### src/rtl/wb_pkg.sv
// Shared definitions for the Wishbone RAM arbiter: owner states, master
// indices and the byte-select code width.
package wb_pkg;

  typedef enum logic [1:0] {
    IDLE = 2'd0,
    OWN0 = 2'd1,
    OWN1 = 2'd2
  } arb_state_t;

  localparam logic M_IFETCH = 1'b0;
  localparam logic M_LSU    = 1'b1;

  localparam int SEL_W = 3;

endpackage

### src/rtl/wb_ram_arbiter.sv
// Two-master round-robin Wishbone arbiter in front of the single-port RAM.
// Ownership lasts for a whole CYC; ACKs are routed only to the current owner.
module wb_ram_arbiter
  import wb_pkg::*;
#(
  parameter int XLEN   = 32,
  parameter int AW     = 32,
  parameter int LGPIPE = 2
) (
  input  logic             i_clk,
  input  logic             i_reset,
  input  logic             i_m0_cyc,
  input  logic             i_m0_stb,
  input  logic             i_m0_we,
  input  logic [AW-1:0]    i_m0_addr,
  input  logic [XLEN-1:0]  i_m0_data,
  input  logic [SEL_W-1:0] i_m0_sel,
  output logic             o_m0_stall,
  output logic             o_m0_ack,
  output logic [XLEN-1:0]  o_m0_data,
  input  logic             i_m1_cyc,
  input  logic             i_m1_stb,
  input  logic             i_m1_we,
  input  logic [AW-1:0]    i_m1_addr,
  input  logic [XLEN-1:0]  i_m1_data,
  input  logic [SEL_W-1:0] i_m1_sel,
  output logic             o_m1_stall,
  output logic             o_m1_ack,
  output logic [XLEN-1:0]  o_m1_data,
  output logic             o_s_stb,
  output logic             o_s_we,
  output logic [AW-1:0]    o_s_addr,
  output logic [XLEN-1:0]  o_s_data,
  output logic [SEL_W-1:0] o_s_sel,
  input  logic [XLEN-1:0]  i_s_data,
  input  logic             i_s_ack,
  input  logic             i_s_stall
);

  // All-ones in LGPIPE bits is the in-flight ceiling, 2^LGPIPE-1.
  localparam logic [LGPIPE-1:0] CNT_MAX = '1;

  arb_state_t        state_q, state_d;
  logic              last_q, last_d;
  logic [LGPIPE-1:0] outstanding_q, outstanding_d;

  logic own0, own1;
  logic owner_cyc, owner_stb;
  logic full, accept, retire, ack_ok;

  assign own0 = (state_q == OWN0);
  assign own1 = (state_q == OWN1);

  assign owner_cyc = (own0 & i_m0_cyc) | (own1 & i_m1_cyc);
  assign owner_stb = (own0 & i_m0_stb) | (own1 & i_m1_stb);

  assign full    = (outstanding_q == CNT_MAX);
  assign o_s_stb = owner_cyc & owner_stb & ~full;
  assign accept  = o_s_stb & ~i_s_stall;
  assign retire  = i_s_ack & (outstanding_q != '0);

  // A cleared counter after release is what drops late ACKs of the old owner.
  assign ack_ok   = i_s_ack & owner_cyc & (outstanding_q != '0);
  assign o_m0_ack = ack_ok & own0;
  assign o_m1_ack = ack_ok & own1;

  assign o_m0_stall = own0 ? (i_s_stall | full) : 1'b1;
  assign o_m1_stall = own1 ? (i_s_stall | full) : 1'b1;

  assign o_m0_data = i_s_data;
  assign o_m1_data = i_s_data;

  always_comb begin
    // NOTE: every output of a combinational block gets a default first so a
    // missed branch can never leave a latch behind.
    o_s_we   = i_m0_we;
    o_s_addr = i_m0_addr;
    o_s_data = i_m0_data;
    o_s_sel  = i_m0_sel;
    if (own1) begin
      o_s_we   = i_m1_we;
      o_s_addr = i_m1_addr;
      o_s_data = i_m1_data;
      o_s_sel  = i_m1_sel;
    end
  end

  always_comb begin
    state_d       = state_q;
    last_d        = last_q;
    outstanding_d = outstanding_q;

    unique case ({accept, retire})
      2'b10:   outstanding_d = outstanding_q + LGPIPE'(1);
      2'b01:   outstanding_d = outstanding_q - LGPIPE'(1);
      default: outstanding_d = outstanding_q;
    endcase

    case (state_q)
      IDLE: begin
        if (i_m0_cyc && i_m1_cyc) state_d = last_q ? OWN0 : OWN1;
        else if (i_m0_cyc)        state_d = OWN0;
        else if (i_m1_cyc)        state_d = OWN1;
      end
      OWN0: begin
        if (!i_m0_cyc) begin
          state_d       = i_m1_cyc ? OWN1 : IDLE;
          last_d        = M_IFETCH;
          outstanding_d = '0;
        end
      end
      OWN1: begin
        if (!i_m1_cyc) begin
          state_d       = i_m0_cyc ? OWN0 : IDLE;
          last_d        = M_LSU;
          outstanding_d = '0;
        end
      end
      default: begin
        state_d       = IDLE;
        outstanding_d = '0;
      end
    endcase
  end

  // NOTE: sequential state uses non-blocking assignments only, so every flop
  // samples the values from before the edge regardless of statement order.
  always_ff @(posedge i_clk) begin
    if (i_reset) begin
      state_q       <= IDLE;
      last_q        <= M_LSU;
      outstanding_q <= '0;
    end else begin
      state_q       <= state_d;
      last_q        <= last_d;
      outstanding_q <= outstanding_d;
    end
  end

endmodule
### config.mk
export PLATFORM = sky130hd
export DESIGN_NAME = wb_ram_arbiter
export DESIGN_NICKNAME = d
export VERILOG_FILES = /design/src/rtl/wb_pkg.sv /design/src/rtl/wb_ram_arbiter.sv
export SDC_FILE = /design/constraint.sdc
export NUM_CORES = 1
export LEC_CHECK = 0
export ABC_AREA = 1
export ABC_CLOCK_PERIOD_IN_PS = 3350
export BUFFER_PORTS_ARGS = -buffer_cell sky130_fd_sc_hd__buf_2
export CAP_MARGIN = 5
export CELL_PAD_IN_SITES_DETAIL_PLACEMENT = 0
export CELL_PAD_IN_SITES_GLOBAL_PLACEMENT = 1
export CORE_AREA = 2 2 121 123
export CTS_BUF_LIST = sky130_fd_sc_hd__clkbuf_2
export CTS_CLUSTER_DIAMETER = 30
export DETAILED_ROUTE_END_ITERATION = 8
export DIE_AREA = 0 0 123 125
export GPL_ROUTABILITY_DRIVEN = 0
export PLACE_DENSITY = 0.75
export SYNTH_ARGS = -nofsm -noshare
export SYNTH_HDL_FRONTEND = slang
export SYNTH_SLANG_ARGS = --single-unit
### constraint.sdc
create_clock -name i_clk -period 3.35 [get_ports i_clk]
set_clock_uncertainty 0.1 [all_clocks]
set_input_delay 0.335 -clock i_clk [delete_from_list [all_inputs] [get_ports i_clk]]
set_output_delay 0.335 -clock i_clk [all_outputs]
set_load 0.02 [all_outputs]
==> impl_metrics.env <==
export IMPL_path_max_fanout=70
export IMPL_clock_root_buffer="clkbuf_2"
export IMPL_rrSetupSlack_ns=1.39
export IMPL_worst_path_buf_inv=3
export IMPL_worst_pin_slew_ns=0.769
export IMPL_final_nets=674
export IMPL_setup_violations=0
export IMPL_numCtsBuffers=3
export IMPL_reg2reg_to="outstanding_q[1]$_SDFF_PP0_"
export IMPL_fin_cells=681
export IMPL_yosys_area_top_type="nand2_1"
export IMPL_crit_chain="inv_2, nand2_4, buf_4, nand2_1, nand2_1, buf_2"
export IMPL_syn_num_nets=530
export IMPL_routedWlPerCell_um=10.6
export IMPL_yosysWarnings=0
export IMPL_crit_type="reg2out"
export IMPL_period_minus_slack_ns=2.36
export IMPL_clkLatencyLatePin_ns=0.22
export IMPL_hold_buffers=0
export IMPL_grt_max_degree=71
export IMPL_timing_rr_start="state_q[1]$_SDFFE_PP0P_"
export IMPL_core_area_um2=14200
export IMPL_synth_top_area_share_pct=48.5
export IMPL_antenna_found_initial=2
export IMPL_power_total_mw=0.725
export IMPL_layout_setup_ws_ns=0.994
export IMPL_drt_pass1_iterations=4
export IMPL_p_leak_nw=1.70
export IMPL_drv_slew=0
export IMPL_cp_required_ns=2.91
export IMPL_ant_nets=0
export IMPL_port_buffers=216
export IMPL_arrival_ns=1.92
export IMPL_clk_pin_slew_ns=0.06
export IMPL_dpl_cell_count=676
export IMPL_synth_area_um2=1730
export IMPL_cp_top_family="buffers and inverters"
export IMPL_max_freq_mhz=424
export IMPL_drtIter0Drc=86
export IMPL_rows=44
export IMPL_outcome="completed"
export IMPL_synthCells=353
export IMPL_synthTopCellsByArea="nand2_1 48%, buf_4 28%, dfxtp_1 5.8%"
export IMPL_htree_levels=1
export IMPL_cpMaxStageDelayCell="buf_4"
export IMPL_syn_to_final_growth_pct=45.2
export IMPL_yosys_cell_types_count=22
export IMPL_viasPerCell=3.57
export IMPL_layout_drive_gt1_share_pct=46.2
export IMPL_initial_core_util_pct=12.2
export IMPL_crit_path_max_incr_delay_ns=0.55
export IMPL_layout_area_seq_um2=100
export IMPL_grt_pass1_vias=2135
export IMPL_min_path_cells=2
export IMPL_drc=0
export IMPL_dieHeight_um=125
export IMPL_hold_violations=0
export IMPL_pin_count=313
export IMPL_p_per_area_nw_per_um2=288
export IMPL_grt_pass1_wl_um=10300
export IMPL_die_x_um=123
export IMPL_multi_input_area_um2=1010
export IMPL_yosys_register_bits=5
export IMPL_fillers=1711
export IMPL_vdd_ir_drop_max_uv=93.1
export IMPL_whs_endpoint="state_q[1]$_SDFFE_PP0P_"
export IMPL_end_kind="primary output"
export IMPL_crit_top_cell="nand2_1"
export IMPL_clockBufferDepth=2
export IMPL_reg2regPathDepth=9
export IMPL_cts_resized=0
export IMPL_cp_depth=6
export IMPL_place_ws_ns=1.23
export IMPL_cts_tree="yes"
export IMPL_rsz0062_at_grt="no"
export IMPL_gr_total_overflow=0
export IMPL_vias=2430
export IMPL_routed_wl_um=7210
export IMPL_finalCritPeriodShare_pct=70.3
export IMPL_die_area_um2=15400
export IMPL_dp_hpwl_um=5910
export IMPL_cts_sinks=5
export IMPL_drv_cap=0
export IMPL_finalSetupTns_ns=0
export IMPL_yosysSeqAreaShare_pct=5.77
export IMPL_hp_start="i_reset"
export IMPL_grtUsageTotal_pct=8.41
export IMPL_post_cts_setup_buffer_count=0
export IMPL_worst_slew_margin_rel_pct=48.7
export IMPL_avgSynthCellArea_um2=4.91
export IMPL_hp_class="in2reg"
export IMPL_start_kind="register"
[power breakdown]
part	switching, mW	total, mW	leakage, nW	internal (mW)
sequential	0.00790	0.0724	0.0408	0.0645
clock	0.0265	0.0581	0.0166	0.0316
combinational	0.382	0.594	1.65	0.212
[how the worst max path moves through the flow]
stage                       startpoint                          end  slack [ns]
5_1_grt        state_q[1]$_SDFFE_PP0P_                  o_s_data[5]        0.78
3_5_place_dp   state_q[0]$_SDFFE_PP0P_                  o_s_data[6]        1.23
4_1_cts        state_q[0]$_SDFFE_PP0P_                  o_s_data[6]        0.97
2_1_floorplan  state_q[1]$_SDFFE_PP0P_  outstanding_q[1]$_SDFF_PP0_        1.72
6_report       state_q[0]$_SDFFE_PP0P_                  o_s_data[6]        0.99
3_3_place_gp   state_q[0]$_SDFFE_PP0P_                  o_s_data[6]        1.23
[cell usage in the layout, fill, tap and decap left out, drive strengths merged]
| cell | synthesis | final |
|---|---|---|
| inv | 14 | 14 |
| a21oi | 3 | 3 |
| o21a | 1 | 1 |
| clkbuf | 0 | 4 |
| nand3 | 7 | 7 |
| buf | 79 | 218 |
| diode | 0 | 1 |
| o21ai | 2 | 2 |
| nand2 | 226 | 226 |
| ha | 1 | 1 |
| nor2 | 12 | 12 |
| o211ai | 1 | 1 |
| o21bai | 1 | 1 |
| dfxtp | 5 | 5 |
| xnor2 | 1 | 1 |
[cells by family (layout without fill, tap and decap cells)]
logic type / after synthesis / count (layout) / synth area share [%]
AND/OR/NAND/NOR: 245 / 245 / 54.5
other: 0 / 1 / 0
flip-flops: 5 / 5 / 5.77
XOR/XNOR: 1 / 1 / 0.505
adder cells (fa/ha/maj): 1 / 1 / 0.721
buffers and inverters: 93 / 236 / 35.7
AO/OA/AOI/OAI: 8 / 8 / 2.74
[worst reg2reg max path, cell delays in order (launching register included)]
cell and delay [ns]:
dfxtp_1 0.52, nand2_4 0.09, inv_4 0.30, nand2_1 0.09
nand2_1 0.09, nand3_1 0.08, ha_1 0.32, o21bai_1 0.17
inv_1 0.05, a21oi_1 0.05
[Yosys cell counts, drive strengths merged]
master and number:
o21ai 2, nand3 7, dfxtp 5, nor2 12, o21a 1, ha 1
xnor2 1, a21oi 3, nand2 226, o21bai 1, buf 79, o211ai 1
inv 14
[flip-flops by register name, summed over array words and instances, names as in the netlist]
signal	count
last_q	1
outstanding_q	2
state_q	2
[stage by stage]
stage	hold WS, ns	util (%)	instance area, um2
final	0.229	17.7	2520
after global routing	0.222	17.7	2520
after CTS	0.222	17.7	2520
after detailed placement	0.370	17.6	2500
after global placement	0.367	17.6	2500
after floorplan	0.304	-	1730
[metal layers]
layer / track usage [%] / wire length [um] / up-vias
li1: - / - / 1273
met1: 8.88 / 2650 / 955
met2: 14.8 / 3320 / 173
met3: 4.11 / 1070 / 27
met4: 2.21 / 155 / 2
met5: 0 / 16 / -
[cell type report]
class / instances / area share, %
clock buffer: 4 / 0.795
multi-input combinational: 255 / 40.3
sequential: 5 / 3.97
antenna: 1 / 0.0994
tap: 184 / 9.14
timing repair buffer: 218 / 43.5
inverter: 14 / 2.19
Note: power is estimated with default switching activity, not from simulation.
